--- config.mk ---
export PLATFORM = sky130hd
export DESIGN_NAME = mk_xsim_top
export DESIGN_NICKNAME = d
export VERILOG_FILES = /design/src/rtl/mk_xsim_top.sv
export SDC_FILE = /design/constraint.sdc
export NUM_CORES = 2
export LEC_CHECK = 0
export CORE_MARGIN = 1
export CORE_UTILIZATION = 63
export CTS_CLUSTER_SIZE = 30
export DETAILED_ROUTE_END_ITERATION = 8
export HOLD_SLACK_MARGIN = 0.05
export PLACE_DENSITY = 0.89
export RECOVER_POWER = 50
export SLEW_MARGIN = 20
export SYNTH_ARGS = -nofsm -noshare
export SYNTH_HDL_FRONTEND = slang
export SYNTH_SLANG_ARGS = --single-unit
--- constraint.sdc ---
create_clock -name CLK -period 70.2 [get_ports CLK]
set_input_delay 14.04 -clock CLK [delete_from_list [all_inputs] [get_ports CLK]]
set_output_delay 14.04 -clock CLK [all_outputs]
set_load 0.03 [all_outputs]
--- src/rtl/mk_xsim_top.sv ---
// mk_xsim_top: portal hub that decodes host request messages, runs register and
// DMA commands on a 16-entry register file, and streams indication messages back.
module mk_xsim_top #(
   parameter logic [31:0] REQ_PORTAL = 32'd0,
   parameter logic [31:0] IND_PORTAL = 32'd1
) (
   input  logic        CLK,
   input  logic        RST,
   input  logic        in_valid,
   input  logic [31:0] in_portal,
   input  logic [31:0] in_beat,
   output logic        in_ready,
   output logic        out_en,
   output logic [31:0] out_portal,
   output logic [31:0] out_beat,
   input  logic        dma_rdy_readrequest,
   output logic        dma_en_readrequest,
   output logic [31:0] dma_readrequest_handle,
   output logic [31:0] dma_readrequest_addr,
   input  logic        dma_rdy_readresponse,
   input  logic [31:0] dma_readresponse_data,
   output logic        dma_en_readresponse,
   output logic        dma_en_write32,
   output logic [31:0] dma_write32_handle,
   output logic [31:0] dma_write32_addr,
   output logic [31:0] dma_write32_data
);

   localparam int unsigned DW    = 32;
   localparam int unsigned LW    = 16;
   localparam int unsigned RF_N  = 16;
   localparam int unsigned RF_AW = 4;
   localparam int unsigned PAY_N = 3;
   localparam int unsigned BUF_N = 2;

   localparam logic [LW-1:0] M_SET = 16'd0;
   localparam logic [LW-1:0] M_GET = 16'd1;
   localparam logic [LW-1:0] M_RD  = 16'd2;
   localparam logic [LW-1:0] M_WR  = 16'd3;

   localparam logic [DW-1:0] IND_GET = 32'h0000_0003;
   localparam logic [DW-1:0] IND_RD  = 32'h0001_0003;
   localparam logic [DW-1:0] IND_WR  = 32'h0002_0002;
   localparam logic [DW-1:0] IND_ERR = 32'h0003_0002;

   typedef enum logic [2:0] {
      S_IDLE, S_PAYLOAD, S_EXEC, S_DMA_REQ, S_DMA_RSP, S_EMIT
   } state_t;

   state_t           state_q, state_d;
   logic [DW-1:0]    hdr_q, hdr_d;
   logic [LW-1:0]    cnt_q, cnt_d;
   logic [DW-1:0]    pay_q [PAY_N];
   logic [DW-1:0]    pay_d [PAY_N];
   logic [DW-1:0]    buf_q [BUF_N];
   logic [DW-1:0]    buf_d [BUF_N];
   logic [1:0]       rem_q, rem_d;
   logic             ready_q, ready_d;
   logic             out_en_q, out_en_d;
   logic [DW-1:0]    out_beat_q, out_beat_d;
   logic [DW-1:0]    out_portal_q;
   logic [DW-1:0]    rf_q [RF_N];
   logic             rf_we;
   logic [RF_AW-1:0] rf_waddr;
   logic [DW-1:0]    rf_wdata;

   logic [LW-1:0]    hdr_len;
   logic             hit;
   logic             is_set, is_get, is_rd, is_wr;

   // Zero-length headers count as a single word
   function automatic logic [LW-1:0] eff_len(input logic [LW-1:0] l);
      return (l == '0) ? LW'(1) : l;
   endfunction

   assign hdr_len = eff_len(hdr_q[15:0]);
   assign hit     = in_valid && ready_q && (in_portal == REQ_PORTAL);
   assign is_set  = (hdr_q[31:16] == M_SET) && (hdr_len == LW'(3));
   assign is_get  = (hdr_q[31:16] == M_GET) && (hdr_len == LW'(2));
   assign is_rd   = (hdr_q[31:16] == M_RD)  && (hdr_len == LW'(3));
   assign is_wr   = (hdr_q[31:16] == M_WR)  && (hdr_len == LW'(4));

   // Message state register and datapath registers
   always_ff @(posedge CLK or posedge RST) begin
      if (RST) begin
         state_q      <= S_IDLE;
         hdr_q        <= '0;
         cnt_q        <= '0;
         pay_q        <= '{default: '0};
         buf_q        <= '{default: '0};
         rem_q        <= '0;
         ready_q      <= 1'b0;
         out_en_q     <= 1'b0;
         out_beat_q   <= '0;
         out_portal_q <= '0;
      end else begin
         state_q      <= state_d;
         hdr_q        <= hdr_d;
         cnt_q        <= cnt_d;
         pay_q        <= pay_d;
         buf_q        <= buf_d;
         rem_q        <= rem_d;
         ready_q      <= ready_d;
         out_en_q     <= out_en_d;
         out_beat_q   <= out_beat_d;
         out_portal_q <= out_en_d ? IND_PORTAL : '0;
      end
   end

   // Register file, written only by setReg in EXEC
   always_ff @(posedge CLK or posedge RST) begin
      if (RST) begin
         for (int i = 0; i < RF_N; i++) rf_q[i] <= '0;
      end else if (rf_we) begin
         rf_q[rf_waddr] <= rf_wdata;
      end
   end

   // Next-state, command execution and indication sequencing
   always_comb begin
      state_d    = state_q;
      hdr_d      = hdr_q;
      cnt_d      = cnt_q;
      pay_d      = pay_q;
      buf_d      = buf_q;
      rem_d      = rem_q;
      out_en_d   = 1'b0;
      out_beat_d = '0;
      rf_we      = 1'b0;
      rf_waddr   = pay_q[0][RF_AW-1:0];
      rf_wdata   = pay_q[1];

      case (state_q)
         S_IDLE: begin
            if (hit) begin
               hdr_d   = in_beat;
               cnt_d   = '0;
               state_d = (eff_len(in_beat[15:0]) > LW'(1)) ? S_PAYLOAD : S_EXEC;
            end
         end
         S_PAYLOAD: begin
            if (hit) begin
               // Only the first three payload words matter; longer bodies are discarded
               if (cnt_q == LW'(0))      pay_d[0] = in_beat;
               else if (cnt_q == LW'(1)) pay_d[1] = in_beat;
               else if (cnt_q == LW'(2)) pay_d[2] = in_beat;
               cnt_d = cnt_q + LW'(1);
               if (cnt_q + LW'(1) == hdr_len - LW'(1)) state_d = S_EXEC;
            end
         end
         S_EXEC: begin
            if (is_set) begin
               rf_we   = 1'b1;
               state_d = S_IDLE;
            end else if (is_rd) begin
               state_d = S_DMA_REQ;
            end else begin
               out_en_d = 1'b1;
               state_d  = S_EMIT;
               if (is_get) begin
                  out_beat_d = IND_GET;
                  buf_d[0]   = pay_q[0];
                  buf_d[1]   = rf_q[pay_q[0][RF_AW-1:0]];
                  rem_d      = 2'd2;
               end else if (is_wr) begin
                  out_beat_d = IND_WR;
                  buf_d[0]   = pay_q[1];
                  rem_d      = 2'd1;
               end else begin
                  out_beat_d = IND_ERR;
                  buf_d[0]   = hdr_q;
                  rem_d      = 2'd1;
               end
            end
         end
         S_DMA_REQ: begin
            if (dma_rdy_readrequest) state_d = S_DMA_RSP;
         end
         S_DMA_RSP: begin
            if (dma_rdy_readresponse) begin
               out_en_d   = 1'b1;
               out_beat_d = IND_RD;
               buf_d[0]   = pay_q[1];
               buf_d[1]   = dma_readresponse_data;
               rem_d      = 2'd2;
               state_d    = S_EMIT;
            end
         end
         S_EMIT: begin
            if (rem_q != 2'd0) begin
               out_en_d   = 1'b1;
               out_beat_d = buf_q[0];
               buf_d[0]   = buf_q[1];
               rem_d      = rem_q - 2'd1;
            end else begin
               state_d = S_IDLE;
            end
         end
         default: state_d = S_IDLE;
      endcase

      ready_d = (state_d == S_IDLE) || (state_d == S_PAYLOAD);
   end

   // DMA handshakes must react in the same cycle the port signals ready
   assign dma_en_readrequest     = (state_q == S_DMA_REQ) && dma_rdy_readrequest;
   assign dma_readrequest_handle = (state_q == S_DMA_REQ) ? pay_q[0] : '0;
   assign dma_readrequest_addr   = (state_q == S_DMA_REQ) ? pay_q[1] : '0;
   assign dma_en_readresponse    = (state_q == S_DMA_RSP) && dma_rdy_readresponse;
   assign dma_en_write32         = (state_q == S_EXEC) && is_wr;
   assign dma_write32_handle     = dma_en_write32 ? pay_q[0] : '0;
   assign dma_write32_addr       = dma_en_write32 ? pay_q[1] : '0;
   assign dma_write32_data       = dma_en_write32 ? pay_q[2] : '0;

   assign in_ready   = ready_q;
   assign out_en     = out_en_q;
   assign out_beat   = out_beat_q;
   assign out_portal = out_portal_q;

endmodule

==> impl_metrics.sql <==
INSERT INTO impl_metrics (metric_group, metric, value, unit) VALUES
('placement', 'placed_cells_incl_taps', '3526', ''),
('critical_path', 'setup_crit_end', 'dma_en_readrequest', ''),
('final_layout', 'num-nets-final', '2951', ''),
('yosys', 'synth_cells', '2684', ''),
('yosys', 'synth_cell_types', '62', ''),
('final_layout', 'multiInputGateArea', '15900', 'um^2'),
('yosys', 'synthAdderAreaFrac', '0.173', '%'),
('detailed_routing', 'wirelength', '98100', 'um'),
('detailed_routing', 'drt-vias-per-instance', '6.57', ''),
('power', 'power_report.internal_total', '0.000712', 'W'),
('power', 'power.combinational.fraction', '9.8', '%'),
('run', 'drv_cap', '27', ''),
('power', 'p_seq_share', '49.2', '%'),
('floorplanning', 'die-width', '241', 'um'),
('yosys', 'yosys.area.top_type', 'dfrtp_1', ''),
('critical_path', 'critical_path.reg2reg.startpoint', 'state_q[0]', ''),
('global_routing', 'largest_net_degree_at_the_start_of_global_routing', '119', ''),
('timing', 'fmax', '33.7', 'MHz'),
('timing', 'final_period_minus_worst_setup_slack', '29700', 'ps'),
('global_routing', 'grt-ovfl-total', '0', ''),
('yosys', 'yosys_register_bits', '759', ''),
('final_layout', 'relative_area_change_from_synthesis_to_final_layout', '14.9', '%'),
('placement', 'finalWeightedCongestion', '0.887', ''),
('yosys', 'synth-xor-area-share', '0.800', '%'),
('critical_path', 'ff2ff_path_depth', '8', ''),
('detailed_routing', 'dr_total_vias', '24000', ''),
('power', 'power.density', '22.9', 'nW/um^2'),
('floorplanning', 'io-pin-count', '330', ''),
('clocking', 'clock_insertion_delay_worst_skew', '620', 'ps'),
('yosys', 'muxShareOfSynthArea', '31.5', '%'),
('floorplanning', 'die-area', '58300', 'um^2'),
('timing', 'finalHoldViolCount', '0', ''),
('yosys', 'netlist_top_cells_area', 'dfrtp_1 53%, mux2_2 19%, mux4_2 10%, clkbuf_1 1.9%, mux2i_1 1.7%', ''),
('timing', 'setup_tns', '0', 'ps'),
('critical_path', 'crit_fanout', '2', ''),
('power', 'reported_leakage_power', '19.5', 'nW'),
('global_routing', 'antenna_violations_before_repair', '7', ''),
('timing', 'grt_setup_unrepaired', 'false', ''),
('timing', 'finalMaxSlewViolations', '912', ''),
('status', 'status', 'complete, but fails checks', ''),
('timing', 'min_period_over_period', '42.3', '%'),
('clocking', 'maximum_count_of_clock_buffers_along_a_single_path', '3', ''),
('floorplanning', 'std_cell_rows', '87', ''),
('placement', 'io_buffer_count', '298', ''),
('timing', 'tightest_slew', '5110', 'ps'),
('yosys', 'yosys.area.top_type_share', '52.6', '%'),
('yosys', 'postSynth.asyncResetShare', '100', '%'),
('clocking', 'tritoncts.num_buffers', '73', ''),
('detailed_routing', 'detail_route.iter0.violations', '2396', ''),
('final_layout', 'drive_gt1_share', '31.4', '%'),
('clocking', 'cts-htree-levels', '3', ''),
('status', 'violations', 'max-capacitance violations, max-slew violations', ''),
('clocking', 'cts_num_sinks', '759', ''),
('yosys', 'synth_top_family_by_area', 'multiplexers', ''),
('power', 'p_clk_share', '41.0', '%'),
('placement', 'post-place-ws', '40650', 'ps'),
('critical_path', 'type_of_destination_of_the_critical_path', 'output pin', ''),
('yosys', 'yosysWarnings', '0', ''),
('power', 'p_sw_share', '25.1', '%'),
('power', 'p_total', '0.000951', 'W'),
('final_layout', 'filler_cell_count', '3310', ''),
('critical_path', 'reg2reg_setup_slack', '59910', 'ps'),
('global_routing', 'grt_pass1_wl', '149000', 'um'),
('detailed_routing', 'detail_route.wl_per_cell', '26.8', 'um'),
('timing', 'finalClockSkew', '24.3', 'ps'),
('detailed_routing', 'ant_nets', '0', ''),
('global_routing', 'first_global_vias', '24400', ''),
('clocking', 'post_cts_resized', '0', ''),
('clocking', 'post_cts.repair.setup_buffers', '0', ''),
('yosys', 'postSynth.topFlopCell', 'dfrtp_1', ''),
('placement', 'hpwl', '60900', 'um');
[layer usage]
metal | GRT usage, % | vias up | share of wire (%) | wire, um
met3 | 6.61 | 296 | 9.3 | 9140
met4 | 16.6 | 4 | 4.7 | 4630
met1 | 46.1 | 12400 | 38 | 37600
li1 | - | 10000 | - | -
met2 | 54.2 | 1323 | 48 | 46800
met5 | 0 | - | 0.023 | 23
[power by group through the flow]
stage | Sequential [W] | Combinational (W) | Clock [W]
after floorplan | 0.000477 | 0.0000560 | 0
after CTS | 0.000467 | 0.0000912 | 0.000394
after global placement | 0.000474 | 0.0000875 | 0
after global routing | 0.000470 | 0.000101 | 0.000412
after detailed placement | 0.000475 | 0.0000899 | 0
final | 0.000468 | 0.0000927 | 0.000390
[registers in the layout (all words and copies together), names as in the netlist]
| signal | count |
|---|---|
| in_ready | 1 |
| buf_q | 64 |
| rem_q | 2 |
| hdr_q | 32 |
| rf_wdata | 32 |
| cnt_q | 16 |
| pay_q | 64 |
| rf_q | 512 |
| out_beat | 32 |
| out_en | 1 |
| state_q | 3 |
[kinds of logic (layout without fill, tap and decap cells)]
group                    count (synthesis)  after routing
buffers and inverters                  302            485
XOR/XNOR                                33             33
adder cells (fa/ha/maj)                  5              5
flip-flops                             759            759
AO/OA/AOI/OAI                          199            199
AND/OR/NAND/NOR                        529            529
other                                    1             36
multiplexers                           856            856
[cells in the mapped netlist (2+ instances only)]
library cell / count
xor2_1: 11
nand3_1: 23
mux2_1: 19
mux2_2: 614
o22ai_1: 2
xnor2_1: 22
clkbuf_1: 185
nor4b_1: 3
buf_6: 3
inv_1: 13
nor3_2: 3
a21o_1: 3
or3_1: 6
or2_2: 5
a31oi_1: 3
buf_1: 33
buf_4: 41
a21oi_1: 74
nor2_4: 3
a221oi_1: 2
mux2i_1: 63
and3b_1: 3
a311oi_1: 30
ha_1: 5
nand3b_1: 2
nand2_1: 84
or4_1: 3
mux4_2: 160
and3_1: 99
nor4_2: 4
buf_2: 27
o31ai_1: 8
nand4_1: 10
and2_1: 96
nor3_1: 18
nor3_4: 2
nand2b_1: 8
nor2b_1: 6
nor2_1: 116
dfrtp_1: 759
nor4_1: 26
o21ai_0: 67
[critical path, cell delays in order]
cell	delay (ps)
dlygate4sd3_1	560
inv_1	70
nor2_1	200
clkdlybuf4s50_1	780
[area by class of cell]
class                      count  area share [%]
sequential                   759            45.8
multi-input combinational   1653            38.3
timing repair buffer         345            7.85
clock buffer                 107            5.15
tap                          756            2.28
clock inverter                20           0.534
inverter                      13           0.121
antenna                        5          0.0301
[worst min path at each step]
stage          startpoint            to  cells past startpoint
2_1_floorplan   buf_q[49]  out_beat[17]                      2
3_3_place_gp    rf_q[176]     rf_q[176]                      2
3_5_place_dp    buf_q[61]  out_beat[29]                      1
4_1_cts         buf_q[61]  out_beat[29]                      1
5_1_grt         buf_q[39]   out_beat[7]                      1
6_report        buf_q[39]   out_beat[7]                      1
[layout by cell type (no fill, tap or decap), drive strengths merged, types with 4 or more instances in the layout]
cell type and count:
o21ai 67, clkinv 10, or2 6, diode 5, mux2 633, nand2b 8
nor2b 6, xnor2 22, dlygate4sd3 38, clkbuf 132, conb 31, inv 17
ha 5, and3 99, and2 96, nor3 23, nand4 11, or3 6
xor2 11, or4 4, a21oi 74, o31ai 8, a311oi 30, dfrtp 759
clkdlybuf4s50 260, mux2i 63, buf 22, mux4 160, nand3 23, nor4 30
nor2 119, nand2 84
[metrics by stage]
step | cell area, um^2 | utilization [%] | hold WS [ps]
4_1_cts | 41700 | 73.8 | 482
5_1_grt | 41500 | 73.5 | 489
6_report | 41500 | 73.5 | 479
2_1_floorplan | 36200 | - | 442
3_3_place_gp | 39300 | 69.6 | 457
3_5_place_dp | 39300 | 69.6 | 469
Power figures use the tool's default switching activity.
==> patch: new RTL, config.mk and constraints unchanged <==
One comparison of `cnt_q` changes from == to >=.
--- a/src/rtl/mk_xsim_top.sv
+++ b/src/rtl/mk_xsim_top.sv
@@ -145,3 +145,3 @@
                else if (cnt_q == LW'(1)) pay_d[1] = in_beat;
-               else if (cnt_q == LW'(2)) pay_d[2] = in_beat;
+               else if (cnt_q >= LW'(2)) pay_d[2] = in_beat;
                cnt_d = cnt_q + LW'(1);
Behaviour: same outputs for any inputs over 4 cycles, from zero or initial values and one cycle with RST high; that may be too few to reach the edited logic, so the function may still have changed.
==> patch against the original RTL <==
The flow still finishes with violations (capacitance limit, slew limit). Count of clock-buffer cells in the layout grew 4. Area after synthesis grew 0.21%. Wire length grew 6.4%. Utilization grew 0.54 points. Maximum frequency is essentially flat. Clock skew shrank 0.0024 ns. Final area grew 0.93%. Worst setup slack lost 0.0054 ns. Sequential share of layout area shrank 0.42 points. Die area grew 0.21%. Sequential cell count is the same. Critical path type unchanged.
Power is not compared: it rests on default switching activity, and its combinational part moved more than twofold at a synthesized area within 25%.
==> patch: results (changes against the original RTL) <==
Parameter                              Value

Run status
  Run status    complete, but fails checks (unchanged)
  Violated checks    capacitance limit, slew limit (unchanged)

Synthesis
  Mean area per synthesized cell    13.44 µm² (was 13.46 µm²)
  Cells taking the most area after synthesis    dfrtp_1 (52%), mux2_2 (20%), mux4_2 (10%) (was dfrtp_1 (53%), mux2_2 (19%), mux4_2 (10%))
  Most numerous cell types in the synthesized netlist    dfrtp_1 (759), mux2_2 (632), clkbuf_1 (198), and3_1 (192), mux4_2 (160) (was dfrtp_1 (759), mux2_2 (614), clkbuf_1 (185), mux4_2 (160), nor2_1 (116))
  Seq/Total Area, Yosys    52.47% (was 52.58%)
  Distinct cell type count of the synthesized netlist    60 (was 62)

Global route
  Largest net degree at the start of global routing    144 (was 119)
  First-pass GRT wire length    160.0 mm (was 148.8 mm)
  Global-route usage over all layers    36.08% (was 34.30%)

Worst hold path
  Hold Path Depth    2 (was 1)
  Terminating pin of the worst hold path    buf_q[9] (was out_beat[7])
  Hold Startpoint    buf_q[9] (was buf_q[39])

Drt
  Routed wire per std cell    28.46 µm (was 26.83 µm)
  Violation count after the first detailed-routing iteration    2596 (was 2396)
  Wirelength, routed    104.5 mm (was 98.14 mm)

Power and ir drop
  Leak pwr    0.01979 µW

Placed design
  Cells after DPL    3533 (was 3526)
  Worst Setup Slack post-DPL    40.58 ns (was 40.65 ns)
  Total cell area at the placement stage    0.03946 mm² (was 0.03932 mm²)
  Post-DP HPWL    62.80 mm (was 60.86 mm)

Clocking
  TritonCTS buffer count    74 (was 73)
  Max Buffers Root-to-Sink    3 (unchanged)

Setup path
  Register-to-register path setup slack    61.72 ns (was 59.91 ns)
  Top fanout value on the critical path    3 (was 2)
  R2r endpoint    rf_q[230] (was rf_q[333])
  Number of cells on the worst reg-to-reg path    7 (was 8)

Finish
  Fraction of layout cells with a size suffix above 1    31.97% (was 31.45%)
  Count of clock-net buffers in the final layout    111 (was 107)
  Area growth from synthesis to layout    15.72% (was 14.90%)
  Share of final layout cell area taken by clock buffers and inverters    6.207% (was 5.683%)
  Sequential cell area in the final layout    0.01900 mm² (about the same)
  Non-clock buffer contribution to total cell area    7.954% (was 7.847%)
  Multi-input gate count    1650 (was 1653)
  Number of inverters outside the clock class in the layout    14 (was 13)
  Antenna fix cells    2 (was 5)
  Non-Clock Buffer Count    355 (was 345)
  Multi-input combinational area share    38.08% (was 38.25%)
  Final-layout fill cell count    3247 (was 3310)
  Total number of nets in the final design    2960 (was 2951)

Floorplan
  Core Box Area    0.05660 mm² (was 0.05650 mm²)

STA
  Remaining max-slew budget at the tightest pin    -318.8% (was -242.4%)
  Max Clock Skew    0.02187 ns (was 0.02427 ns)
  Max-slew violation count    892 (was 912)
  Min Hold Slack    0.4835 ns (was 0.4787 ns)
  Post-layout min period    29.70 ns (about the same)

Flow run
  Max_cap viols    25 (was 27)
-- patch: kinds of logic (layout without fill, tap and decap cells) --
kind of cell	Yosys count	in the layout	synth area share (%)
compound gates	192	192	3.294
xor+xnor	34	34	0.8226
fa+ha+maj	5	5	0.1728
buf+inv	314	503	3.816
flops	759	759	52.47
mux	864	864	31.63
other cells	1	33	0.01036
simple gates	524	524	7.784
-- patch: metal layers --
metal	up-vias	GRT usage [%]	part of all wire, %
li1	10105	-	-
met1	12950	46.70	37
met2	1620	58.49	49
met3	327	7.836	9.9
met4	2	17.09	4.5
met5	-	0	0.016
-- patch: worst max-delay path, cell delays in order --
cell	delay [ns]
dlygate4sd3_1	0.59
and3_1	0.32
clkdlybuf4s50_1	0.72
-- patch: power by group --
part           internal [µW]  switching [µW]
registers                437     0.000000360
logic                   5.47            13.8
clock network            248             176
total                    691             190
